## src/rtl/uart_frame_loader_if.sv

```systemverilog
// Byte-stream in / parameter-RAM write port out for uart_frame_loader.
// The slave modport is the loader's view; master is the UART/RAM side.
interface uart_frame_loader_if #(parameter int ADDR_W = 8);
  logic [7:0]        rx_data;
  logic              rx_done;
  logic              rx_err;
  logic [7:0]        ram_data;
  logic [ADDR_W-1:0] ram_addr;
  logic              ram_write_n;
  logic              ram_read;
  logic              busy;
  logic              frame_ok;
  logic              frame_err;

  modport master (
    output rx_data, rx_done, rx_err,
    input  ram_data, ram_addr, ram_write_n, ram_read, busy, frame_ok, frame_err
  );

  modport slave (
    input  rx_data, rx_done, rx_err,
    output ram_data, ram_addr, ram_write_n, ram_read, busy, frame_ok, frame_err
  );
endinterface

```

## src/rtl/uart_frame_loader.sv

```systemverilog
// Loads UART frames (header, payload high-to-low address, optional checksum trailer) into the
// channel-parameter RAM. Define UART_FRAME_CKSUM_EN to expect and verify the trailer byte.
module uart_frame_loader #(
  parameter int         FRAME_LEN   = 113,
  parameter logic [7:0] HDR_BYTE    = 8'hAA,
  parameter int         TIMEOUT_CYC = 50000,
  parameter int         ADDR_W      = 8
) (
  input  logic               clk,
  input  logic               rst_n,
  uart_frame_loader_if.slave bus
);
  localparam int                CNT_W    = $clog2(TIMEOUT_CYC);
  localparam logic [ADDR_W-1:0] LAST_IDX = ADDR_W'(FRAME_LEN - 1);
  localparam logic [CNT_W-1:0]  TMO_MAX  = CNT_W'(TIMEOUT_CYC - 1);

  typedef enum logic [1:0] {IDLE, PAYLOAD, CHECK, COMMIT} state_e;

  state_e            state_q, state_d;
  logic [ADDR_W-1:0] idx_q, idx_d;
  logic [7:0]        sum_q, sum_d;
  logic [CNT_W-1:0]  cnt_q, cnt_d;
  logic [7:0]        cmd_q, cmd_d;
  logic              ph_q, ph_d;
  logic [7:0]        data_q, data_d;
  logic [ADDR_W-1:0] addr_q, addr_d;
  logic              wr_n_q, wr_n_d;
  logic              rd_q, rd_d;
  logic              ok_q, ok_d;
  logic              err_q, err_d;

  always_ff @(posedge clk or negedge rst_n) begin
    if (!rst_n) begin
      state_q <= IDLE;
      idx_q   <= LAST_IDX;
      sum_q   <= '0;
      cnt_q   <= '0;
      cmd_q   <= '0;
      ph_q    <= 1'b0;
      data_q  <= '0;
      addr_q  <= '0;
      wr_n_q  <= 1'b1;
      rd_q    <= 1'b1;
      ok_q    <= 1'b0;
      err_q   <= 1'b0;
    end else begin
      state_q <= state_d;
      idx_q   <= idx_d;
      sum_q   <= sum_d;
      cnt_q   <= cnt_d;
      cmd_q   <= cmd_d;
      ph_q    <= ph_d;
      data_q  <= data_d;
      addr_q  <= addr_d;
      wr_n_q  <= wr_n_d;
      rd_q    <= rd_d;
      ok_q    <= ok_d;
      err_q   <= err_d;
    end
  end

  always_comb begin
    state_d = state_q;
    idx_d   = idx_q;
    sum_d   = sum_q;
    cnt_d   = cnt_q;
    cmd_d   = cmd_q;
    ph_d    = ph_q;
    data_d  = data_q;
    addr_d  = addr_q;
    wr_n_d  = 1'b1;
    rd_d    = rd_q;
    ok_d    = 1'b0;
    err_d   = err_q;
    case (state_q)
      IDLE: begin
        cnt_d = '0;
        if (bus.rx_done && !bus.rx_err && bus.rx_data == HDR_BYTE) begin
          state_d = PAYLOAD;
          rd_d    = 1'b0;
          idx_d   = LAST_IDX;
          sum_d   = '0;
        end
      end
      PAYLOAD, CHECK: begin
        // rx_err outranks a same-cycle byte; the byte is dropped with the frame.
        if (bus.rx_err) begin
          state_d = IDLE;
          err_d   = 1'b1;
        end else if (bus.rx_done) begin
          cnt_d = '0;
          if (state_q == PAYLOAD) begin
            sum_d = sum_q + bus.rx_data;
            if (idx_q != '0) begin
              data_d = bus.rx_data;
              addr_d = idx_q;
              wr_n_d = 1'b0;
              idx_d  = idx_q - 1'b1;
            end else begin
              // Start trigger is held until the frame is known good.
              cmd_d = bus.rx_data;
              ph_d  = 1'b0;
`ifdef UART_FRAME_CKSUM_EN
              state_d = CHECK;
`else
              state_d = COMMIT;
`endif
            end
          end else if (bus.rx_data == sum_q) begin
            state_d = COMMIT;
            ph_d    = 1'b0;
          end else begin
            state_d = IDLE;
            err_d   = 1'b1;
          end
        end else if (cnt_q == TMO_MAX) begin
          state_d = IDLE;
          err_d   = 1'b1;
        end else begin
          cnt_d = cnt_q + 1'b1;
        end
      end
      COMMIT: begin
        // Two cycles: address-0 write, then unfreeze and report.
        if (!ph_q) begin
          data_d = cmd_q;
          addr_d = '0;
          wr_n_d = 1'b0;
          ph_d   = 1'b1;
        end else begin
          rd_d    = 1'b1;
          ok_d    = 1'b1;
          err_d   = 1'b0;
          ph_d    = 1'b0;
          state_d = IDLE;
        end
      end
      default: state_d = IDLE;
    endcase
  end

  assign bus.ram_data    = data_q;
  assign bus.ram_addr    = addr_q;
  assign bus.ram_write_n = wr_n_q;
  assign bus.ram_read    = rd_q;
  assign bus.busy        = (state_q != IDLE);
  assign bus.frame_ok    = ok_q;
  assign bus.frame_err   = err_q;
endmodule
```

## src/flat_wrapper.sv

```systemverilog
// flat-port wrapper written by rule: the top's interface ports become plain ports
module uart_frame_loader_flat 
#(
  parameter int         FRAME_LEN   = 113,
  parameter logic [7:0] HDR_BYTE    = 8'hAA,
  parameter int         TIMEOUT_CYC = 50000,
  parameter int         ADDR_W      = 8
)
  (clk, rst_n, bus_rx_data, bus_rx_done, bus_rx_err, bus_ram_data, bus_ram_addr, bus_ram_write_n, bus_ram_read, bus_busy, bus_frame_ok, bus_frame_err);
  uart_frame_loader_if #(.ADDR_W(ADDR_W)) bus_i ();
  input  logic clk;
  input  logic rst_n;
  input wire logic [$bits(bus_i.rx_data)-1:0] bus_rx_data;
  input wire logic [$bits(bus_i.rx_done)-1:0] bus_rx_done;
  input wire logic [$bits(bus_i.rx_err)-1:0] bus_rx_err;
  output wire logic [$bits(bus_i.ram_data)-1:0] bus_ram_data;
  output wire logic [$bits(bus_i.ram_addr)-1:0] bus_ram_addr;
  output wire logic [$bits(bus_i.ram_write_n)-1:0] bus_ram_write_n;
  output wire logic [$bits(bus_i.ram_read)-1:0] bus_ram_read;
  output wire logic [$bits(bus_i.busy)-1:0] bus_busy;
  output wire logic [$bits(bus_i.frame_ok)-1:0] bus_frame_ok;
  output wire logic [$bits(bus_i.frame_err)-1:0] bus_frame_err;
  assign bus_i.rx_data = bus_rx_data;
  assign bus_i.rx_done = bus_rx_done;
  assign bus_i.rx_err = bus_rx_err;
  assign bus_ram_data = bus_i.ram_data;
  assign bus_ram_addr = bus_i.ram_addr;
  assign bus_ram_write_n = bus_i.ram_write_n;
  assign bus_ram_read = bus_i.ram_read;
  assign bus_busy = bus_i.busy;
  assign bus_frame_ok = bus_i.frame_ok;
  assign bus_frame_err = bus_i.frame_err;
  uart_frame_loader #(.FRAME_LEN(FRAME_LEN), .HDR_BYTE(HDR_BYTE), .TIMEOUT_CYC(TIMEOUT_CYC), .ADDR_W(ADDR_W)) u_core (.clk(clk), .rst_n(rst_n), .bus(bus_i));
endmodule
```

## config.mk

```make
export PLATFORM = sky130hd
export DESIGN_NAME = uart_frame_loader_flat
export DESIGN_NICKNAME = d
export VERILOG_FILES = /design/src/rtl/uart_frame_loader_if.sv /design/src/rtl/uart_frame_loader.sv /design/src/flat_wrapper.sv
export SDC_FILE = /design/constraint.sdc
export NUM_CORES = 1
export LEC_CHECK = 0
export CAP_MARGIN = 20
export CORE_ASPECT_RATIO = 0.75
export CORE_UTILIZATION = 55
export CTS_CLUSTER_DIAMETER = 60
export DETAILED_ROUTE_END_ITERATION = 6
export PLACE_DENSITY = 0.77
export SLEW_MARGIN = 5
export SYNTH_ARGS = -nofsm -noshare
export SYNTH_HDL_FRONTEND = slang
export SYNTH_SLANG_ARGS = --single-unit
```

## constraint.sdc

```tcl
create_clock -name clk -period 6.45 [get_ports clk]
set_clock_uncertainty 0.05 [all_clocks]
set_input_delay 0.645 -clock clk [delete_from_list [all_inputs] [get_ports clk]]
set_output_delay 0.645 -clock clk [all_outputs]
set_load 0.02 [all_outputs]
```

# After elaboration in Yosys (flattened, before gate mapping)

Index checks and enable logic that the tools add are counted.

Add/subtract/negate cells: 3
Equal/unequal tests: 20
Mux-type cells: 60
Bitwise logic cells: 2
Reduce and logical (&&, ||, !) cells: 19

Operators with widths:

| cell                                                                | number |
|---|---|
| 8-bit 2-to-1 mux                                                    | 19 |
| 8-bit case mux with 2 select lines                                  | 4 |
| 16-bit 2-to-1 mux                                                   | 3 |
| 16-bit case mux with 2 select lines                                 | 1 |
| 1-bit 2-to-1 mux                                                    | 20 |
| 5-bit AND reduction                                                 | 4 |
| 16-bit by 1-bit adder with 16-bit output (second input constant)    | 1 |
| 16-bit equality test (second input constant)                        | 1 |
| 2-bit 2-to-1 mux                                                    | 8 |
| 6-bit AND reduction                                                 | 2 |
| 8-bit adder                                                         | 1 |
| 8-bit equality test                                                 | 1 |
| 8-bit equality test (second input constant)                         | 1 |
| 2-bit by 1-bit != test with 1-bit output (second input constant)    | 4 |
| 4-bit != test (second input constant)                               | 2 |
| 1-bit case mux with 2 select lines                                  | 4 |
| 2-bit nonzero test                                                  | 4 |
| 8-bit nonzero test                                                  | 1 |
| 8-bit by 1-bit subtractor with 8-bit output (second input constant) | 1 |
| 2-bit != test (second input constant)                               | 3 |
| 3-bit != test (second input constant)                               | 2 |
| 2-bit case mux with 3 select lines                                  | 1 |
| 3-bit AND reduction                                                 | 2 |
| 5-bit != test (second input constant)                               | 1 |
| other kinds (10)                                                    | 13 |

Register bits after elaboration: 63
Input bits: 12

# Depth between registers and ports, before layout

Gate-level depths: netlist of the first run.

Depth in word-level cells: 6
Mapped depth: 9
Gate-level depth less buffers: 7

# Worst setup path before layout of the first run

OpenSTA, ideal clock, no wires.

Path type: input port to flip-flop
Start point: input bus_rx_data[4]
End point: register u_core.err_q (netlist: u_core.bus.frame_err)
Setup time: 0.081 ns
Arrival: 2.198 ns
Data required time: 6.319 ns
Setup slack: 4.121 ns
Stages on the path: 7
Buffers on the path: 1
Cell sequence: ha_1 > clkbuf_1 > or4_1 > nor3_1 > a221oi_1 > o311ai_0 > mux2i_1

Word-level cells in the longest chain between the ends: 3

RTL lines:

| element                              | RTL line                 | source |
|---|---|---|
| from (decl)                          | flat_wrapper.sv:13       | `input wire logic [$bits(bus_i.rx_data)-1:0] bus_rx_data;` |
| 8-bit equality test                  | uart_frame_loader.sv:109 | `end else if (bus.rx_data == sum_q) begin` |
| 4-bit != test (no source line)       | -                        |  |
| 5-bit AND reduction (no source line) | -                        |  |
| to (signal assigned)                 | uart_frame_loader.sv:58  | `err_q <= err_d;` |
| to (decl)                            | uart_frame_loader.sv:30  | `logic err_q, err_d;` |

No other way between the ends.
A chain may end at the register's enable or synchronous reset.

# Worst setup path in the final report of the first run

Start point: register u_core.state_q[0]
End point: register u_core.idx_q[2]

Word-level cells in the longest chain between the ends: 4

RTL lines:

| element                                                                                 | RTL line                                         | source |
|---|---|---|
| from (decl)                                                                             | uart_frame_loader.sv:19                          | `state_e state_q, state_d;` |
| from (signal assigned)                                                                  | uart_frame_loader.sv:47                          | `state_q <= state_d;` |
| 2-bit equality test or 2-bit by 1-bit equality test with 1-bit output (tied branches)   | uart_frame_loader.sv:75, uart_frame_loader.sv:92 |  |
| 2-bit OR reduction                                                                      | uart_frame_loader.sv:75                          | `case (state_q)` |
| 2-bit by 1-bit != test with 1-bit output (no source line), or another cell as far along | -                                                |  |
| 6-bit AND reduction (no source line)                                                    | -                                                |  |
| to (signal assigned)                                                                    | uart_frame_loader.sv:48                          | `idx_q <= idx_d;` |
| to (decl)                                                                               | uart_frame_loader.sv:20                          | `logic [ADDR_W-1:0] idx_q, idx_d;` |

Several ways; a longest one is shown, not always the timed one.

==> results.md, run 1 <==
- Outcome: finished, final reports clean
- Synth warn: 0
- Final setup viols: 0
- Slew at the pin closest to its max-slew limit: 0.982 ns
- Critical Path Fanout Max: 24
- First-pass GRT wire length: 13.0 mm
- Clk_lat worst skew: 0.35 ns
- Die Ht: 71.7 um
- Max-Cap Viols: 0
- Required time worst endpoint: 6.64 ns
- Vias: 2816
- Pwr dens: 418 mW/mm2
- Setup WS post-layout: 3.53 ns
- Crit end category: flop
- DRC marker count from the first detailed-route iteration: 154
- Cell Area, Placed: 0.00393 mm2
- Net switching power: 0.705 mW
- Internal Pwr Total: 1.02 mW
- CTS Sinks: 63
- Antenna violations before repair: 0
- Synth Area per Inst: 10.0 um2
- FF-to-FF End: u_core.idx_q[2]
- Util after Layout: 65.7%
- Clock Tree Root: clkbuf_8
- Mapped Cells: 355
- Htree depth: 3
- Max Transition Viols Final: 0
- Die X: 95.0 um
- Sw Ratio: 40.9%
- Fin crit period: 2.92 ns
- Final ANT Viol Nets: 0
- CP Capture Point: u_core.idx_q[2]
- Cts bufs inserted: 9
- Setup bufs post-CTS: 0
- Max VDD drop: 0.210 mV
- Clk buf depth: 2
- Period utilization: 45.2%
- Max-slew headroom: 34.5%
- Cell Rows: 25
- Vias in the first global route: 2517
- Crit path launch: u_core.state_q[0]
- Synth cell types: 60
- DP HPWL: 5.47 mm
- RSZ-0062 raised after global routing: no
- Sequential area share after synthesis: 44.4%
- Core area: 0.00629 mm2
- Pre-antenna DRT Iters: 4
- Top FF cell, synth: dfrtp_1
- Clock power share: 19.4%
- Filler cell count: 493
- Diode count: 0
- Average wire per standard cell: 16.6 um
- Post-CTS sizing: 0
- Origin of the critical flop-to-flop path: u_core.state_q[0]
- CP arrival: 3.11 ns
- Synth-to-Final Area Change: 15.8%
- Post-synthesis async set-or-reset flop share: 100%
- Fin nets: 414
- Drt drc: 0
- Number of vias per cell: 5.97
- Fin. Hold Viols: 0
- Gpl congestion: 0.860
- Die Area: 0.00681 mm2
- Num ports: 33
- WS Path Type: flop to flop
- Post-Route WL: 7.83 mm
- Largest net degree at the start of global routing: 64
- Port bufs: 32
- R2R depth: 6
- TritonCTS clock tree: yes
- HP Class: input pin to async pin
- GRT overflow: 0
- Worst-path clk slew: 0.07 ns
- Post-Syn Area: 0.00356 mm2
- Comb power frac: 45.2%
- Fin area: 0.00413 mm2
- Fraction of layout cells with a size suffix above 1: 11.0%
- CTS Hold Bufs: 0
- Initial Util: 56.7%
- Flop pwr share: 35.3%
- Dpl ws: 3.31 ns
- EDFF count, synth: 0
- GRT Overall Usage: 25.5%
- FF+latch count, synth: 63
- Syn_nets: 383
- R2R Setup Slk: 3.53 ns
- Setup crit start kind: flop
- Fin Hold WS: 0.407 ns
- Maximum clock rate: 343 MHz
- Setup TNS: 0 ns
- Leakage: 1.83 nW
-- state kept, by name, summed over array words and instances, names as in the netlist --
register	count
u_core.bus.frame_ok	1
u_core.bus.frame_err	1
u_core.bus.ram_write_n	1
u_core.bus.ram_data	8
u_core.cmd_q	8
u_core.state_q	2
u_core.bus.ram_addr	8
u_core.cnt_q	16
u_core.ph_q	1
u_core.bus.ram_read	1
u_core.sum_q	8
u_core.idx_q	8
-- cell type report --
type	instances	area [um2]	share of cell area (%)
repair buffers	34	338	8.18
multi-input cells	264	1870	45.2
well taps	81	101	2.45
inverters	14	52.6	1.27
clock buffers	10	128	3.09
clock inverters	6	61.3	1.48
flip-flops and latches	63	1580	38.3
-- power by group through the flow --
stage	Clock, mW	Sequential (mW)	Combinational (mW)
after floorplan	0	0.657	0.483
after global placement	0	0.610	0.740
after detailed placement	0	0.615	0.768
after CTS	0.340	0.609	0.773
after global routing	0.359	0.625	0.860
final	0.335	0.609	0.780
-- cells in the final DEF, fill, tap and decap left out, types with 3 or more instances in the layout --
cell type / instances
clkinv_2: 3
clkdlybuf4s50_1: 31
nand4_1: 6
a22o_1: 11
o31ai_1: 5
mux2_2: 12
a21o_1: 3
a21oi_1: 12
and4_1: 3
and3_1: 5
nand2_1: 35
dfrtp_1: 58
xnor2_1: 3
or3_1: 6
clkbuf_8: 9
dfstp_2: 5
nor3b_1: 3
nor3_1: 6
o21ai_1: 3
nor2_1: 21
nand3_1: 9
a31oi_1: 3
o21ai_0: 28
nand2b_1: 13
inv_1: 14
mux2i_1: 12
ha_1: 15
xor2_1: 10
-- worst min path at each step --
stage / from / endpoint / cells after the start
global placement: u_core.bus.ram_addr[3] / u_core.bus.ram_addr[3] / 2
floorplan: rst_n / u_core.bus.frame_err / 0
global route: u_core.bus.ram_addr[2] / u_core.bus.ram_addr[2] / 2
detailed placement: u_core.bus.ram_addr[2] / u_core.bus.ram_addr[2] / 2
CTS: u_core.bus.ram_addr[2] / u_core.bus.ram_addr[2] / 2
finish: rst_n / u_core.bus.ram_addr[4] / 2
-- through the flow --
stage | total power [mW] | instances
floorplan | 1.14 | 355
global placement | 1.35 | 455
detailed placement | 1.38 | 455
CTS | 1.72 | 471
global route | 1.84 | 472
finish | 1.72 | 472
-- per-layer routing --
| metal | part of all wire [%] | vias up | track usage [%] |
|---|---|---|---|
| met5 | 0 | - | 0 |
| met4 | 1.1 | 0 | 6.57 |
| met3 | 4.8 | 9 | 7.22 |
| met2 | 45 | 70 | 36.0 |
| met1 | 49 | 1377 | 38.2 |
| li1 | - | 1360 | - |
-- kinds of logic after synthesis --
group                    share of synthesized area, %
multiplexers                                     7.16
flip-flops                                       44.4
buffers and inverters                            3.37
AND/OR/NAND/NOR                                  20.1
XOR/XNOR                                         3.19
adder cells (fa/ha/maj)                          5.83
AO/OA/AOI/OAI                                    15.9
-- Yosys cell counts (2+ instances only) --
cell type | instances | area share (%)
ha_1 | 15 | 5.3
o21a_1 | 2 | 0.42
nand2_1 | 35 | 3.7
mux2i_1 | 12 | 3.4
nor2b_1 | 2 | 0.35
o21ai_1 | 4 | 0.56
or4_1 | 2 | 0.42
o211ai_1 | 2 | 0.42
buf_2 | 3 | 0.42
a22o_1 | 11 | 2.7
a221oi_1 | 2 | 0.49
and2_1 | 2 | 0.35
nor3b_1 | 3 | 0.63
o31ai_1 | 5 | 1.1
and4_1 | 3 | 0.74
nand3_1 | 9 | 1.3
o21ai_0 | 28 | 3.9
xnor2_1 | 3 | 0.74
inv_1 | 14 | 1.5
nor4_1 | 2 | 0.35
nor2_1 | 21 | 2.2
and3_1 | 5 | 0.88
nor3_1 | 6 | 0.84
nand2b_1 | 13 | 2.3
nand4_1 | 6 | 1.1
dfstp_2 | 5 | 3.7
mux2_2 | 12 | 3.8
a31oi_1 | 3 | 0.53
a21oi_1 | 12 | 1.7
a21o_1 | 3 | 0.63
dfrtp_1 | 58 | 41
xor2_1 | 10 | 2.5
clkbuf_1 | 8 | 0.84
nor4_4 | 2 | 1.2
or3_1 | 6 | 1.1
nand3b_1 | 2 | 0.42
-- worst max-delay path, stage by stage, from the launching register on --
cell and delay (ns):
dfrtp_1 0.42, inv_1 0.09, ha_1 0.79, a21o_1 0.32, or3_1 0.66, o22ai_1 0.24
a22o_1 0.24
Note: power is estimated with default switching activity, not from simulation.
==> run 2: changes to the inputs <==
Settings changed: CORE_UTILIZATION 55 to 52, PLACE_DENSITY 0.77 to 0.76.
Clock period 6.45 ns to 2.5 ns, I/O delays scaled along.
==> results.md, run 2 (synthesis results as in run 1) <==
- FF-to-FF End: u_core.cmd_q[0]
- Max VDD drop: 0.590 mV (+180%)
- Fraction of layout cells with a size suffix above 1: 15.7% (+4.7 points)
- Origin of the critical flop-to-flop path: u_core.idx_q[0]
- Max Transition Viols Final: 0 (unchanged)
- Slew at the pin closest to its max-slew limit: 0.564 ns (-0.418 ns)
- Number of vias per cell: 5.86 (-1.7%)
- Final ANT Viol Nets: 0 (unchanged)
- Worst-path clk slew: 0.08 ns (about the same)
- Register area: 0.00158 mm2 (unchanged)
- Gpl congestion: 0.882 (+2.6%)
- Setup bufs post-CTS: 0 (unchanged)
- Die Ht: 73.7 um (+2.8%)
- Max-slew headroom: 61.4% (+27 points)
- GRT Overall Usage: 24.0% (-1.5 points)
- Critical Path Fanout Max: 8 (-67%)
- Filler cell count: 506 (+2.6%)
- Top reg by flops: u_core.cnt_q
- CTS Hold Bufs: 1 (+1)
- Largest net degree at the start of global routing: 64 (unchanged)
- Cts bufs inserted: 9 (unchanged)
- Drt drc: 2 (+2)
- Util after Layout: 67.3% (+1.6 points)
- CTS Sinks: 63 (unchanged)
- Outcome: finished with violations
- WS Path Type: flop to flop
- Commonest non-fill, non-tap cell in the layout: dfrtp_1
- Leakage: 1.96 nW (+7.4%)
- Num ports: 33 (unchanged)
- Fin nets: 436 (+5.3%)
- Max-Cap Viols: 0 (unchanged)
- Die X: 97.6 um (+2.8%)
- Period utilization: 90.1% (+45 points)
- Final setup viols: 0 (unchanged)
- R2R depth: 7 (+1)
- Fin crit period: 2.25 ns (-0.665 ns)
- Htree depth: 3 (unchanged)
- Setup crit start kind: flop
- Cell Rows: 25 (unchanged)
- Port bufs: 32 (unchanged)
- First-pass GRT wire length: 13.1 mm (+1.1%)
- Synth-to-Final Area Change: 22.3%
- Setup TNS: 0 ns (unchanged)
- Final std cells w/o fill: 494 (+4.7%)
- DP HPWL: 5.78 mm (+5.7%)
- Violated checks: design-rule violations
- RSZ-0062 raised after global routing: no
- Die Area: 0.00719 mm2 (+5.6%)
- Clk_lat worst skew: 0.35 ns (about the same)
- GRT overflow: 0 (unchanged)
- Area of the multi-input gates: 0.00187 mm2 (unchanged)
- CP arrival: 2.43 ns (-0.68 ns)
- Placed cell count: 477 (+4.8%)
- Vias: 2896 (+2.8%)
- Pwr dens: 1100 mW/mm2 (+160%)
- DRC marker count from the first detailed-route iteration: 231 (+50%)
- Post-Route WL: 7.95 mm (+1.5%)
- Average wire per standard cell: 16.1 um (-3.0%)
- Fin. Hold Viols: 0 (unchanged)
- Clk buf depth: 2 (unchanged)
- Largest register FFs: 16 (unchanged)
- HP Class: input pin to async pin
- Most frequent cells in the layout: 58 x dfrtp_1, 35 x nand2_1, 31 x clkdlybuf4s50_1, 28 x o21ai_0, 22 x buf_4
- Diode count: 0 (unchanged)
- Required time worst endpoint: 2.68 ns (-3.96 ns)
- Initial Util: 55.1% (-1.6 points)
- Clock Tree Root: clkbuf_8
- Maximum clock rate: 444 MHz (+30%)
- Post-CTS sizing: 0 (unchanged)
- R2R Setup Slk: 0.25 ns (-3.28 ns)
- Vias in the first global route: 2741 (+8.9%)
- TritonCTS clock tree: yes
- Core area: 0.00647 mm2 (+3.0%)
- Pre-antenna DRT Iters: 7 (+3)
- Crit end category: flop
- Antenna violations before repair: 0 (unchanged)
==> run 2: worst max-delay path: stages, from the launching register on <==
cell and delay (ns):
dfrtp_1 0.43, inv_1 0.14, ha_1 0.21, nor3b_1 0.21
buf_4 0.17, and2_1 0.21, nand4_2 0.33, mux2_2 0.39
==> run 2: area by class of cell <==
class	instances	share of cell area, %
multi-input cells	264	42.8
flip-flops and latches	63	36.3
repair buffers	56	11.7
clock buffers	9	2.84
clock inverters	7	2.78
well taps	81	2.33
inverters	14	1.21
==> run 2: how the worst max path moves through the flow <==
stage                                  from              endpoint  slack, ns  cells past startpoint
final                       u_core.idx_q[0]       u_core.cmd_q[0]       0.25                      7
after global routing        u_core.cnt_q[0]       u_core.cnt_q[6]       0.15                      6
after CTS                   u_core.cnt_q[0]       u_core.cnt_q[6]       0.25                      6
after detailed placement     bus_rx_data[0]  u_core.bus.frame_err       0.07                      7
after global placement       bus_rx_data[0]  u_core.bus.frame_err       0.12                      7
after floorplan           u_core.state_q[0]       u_core.sum_q[7]       0.45                      7
==> run 2: power by group <==
group | switching (mW) | total (mW) | internal (mW)
registers | 0.243 | 1.57 | 1.33
logic | 1.17 | 2.14 | 0.965
clock network | 0.409 | 1.07 | 0.665
total | 1.82 | 4.78 | 2.96
==> run 2: metrics by stage <==
stage               power (mW)  worst slack (ns)  cell area, um2  hold slack, ns
floorplan                 2.94             0.455            3560         -0.0956
global placement          3.64             0.121            4100           0.238
detailed placement        3.71            0.0729            4100           0.232
CTS                       4.80             0.247            4360           0.387
global route              5.10             0.149            4360           0.409
finish                    4.78             0.247            4360           0.381
==> run 2: per-layer routing <==
metal	vias to the layer above	share of wire [%]	global-route usage (%)
li1	1411	-	-
met1	1392	49	32.4
met2	86	44	37.7
met3	7	5.1	6.95
met4	0	1.2	7.58
met5	-	0	0
==> run 3: changes to the inputs <==
Settings changed: CAP_MARGIN 20 to default.
==> results of run 3 <==
The final DEF is identical to that of run 2; final timing and power are the same.
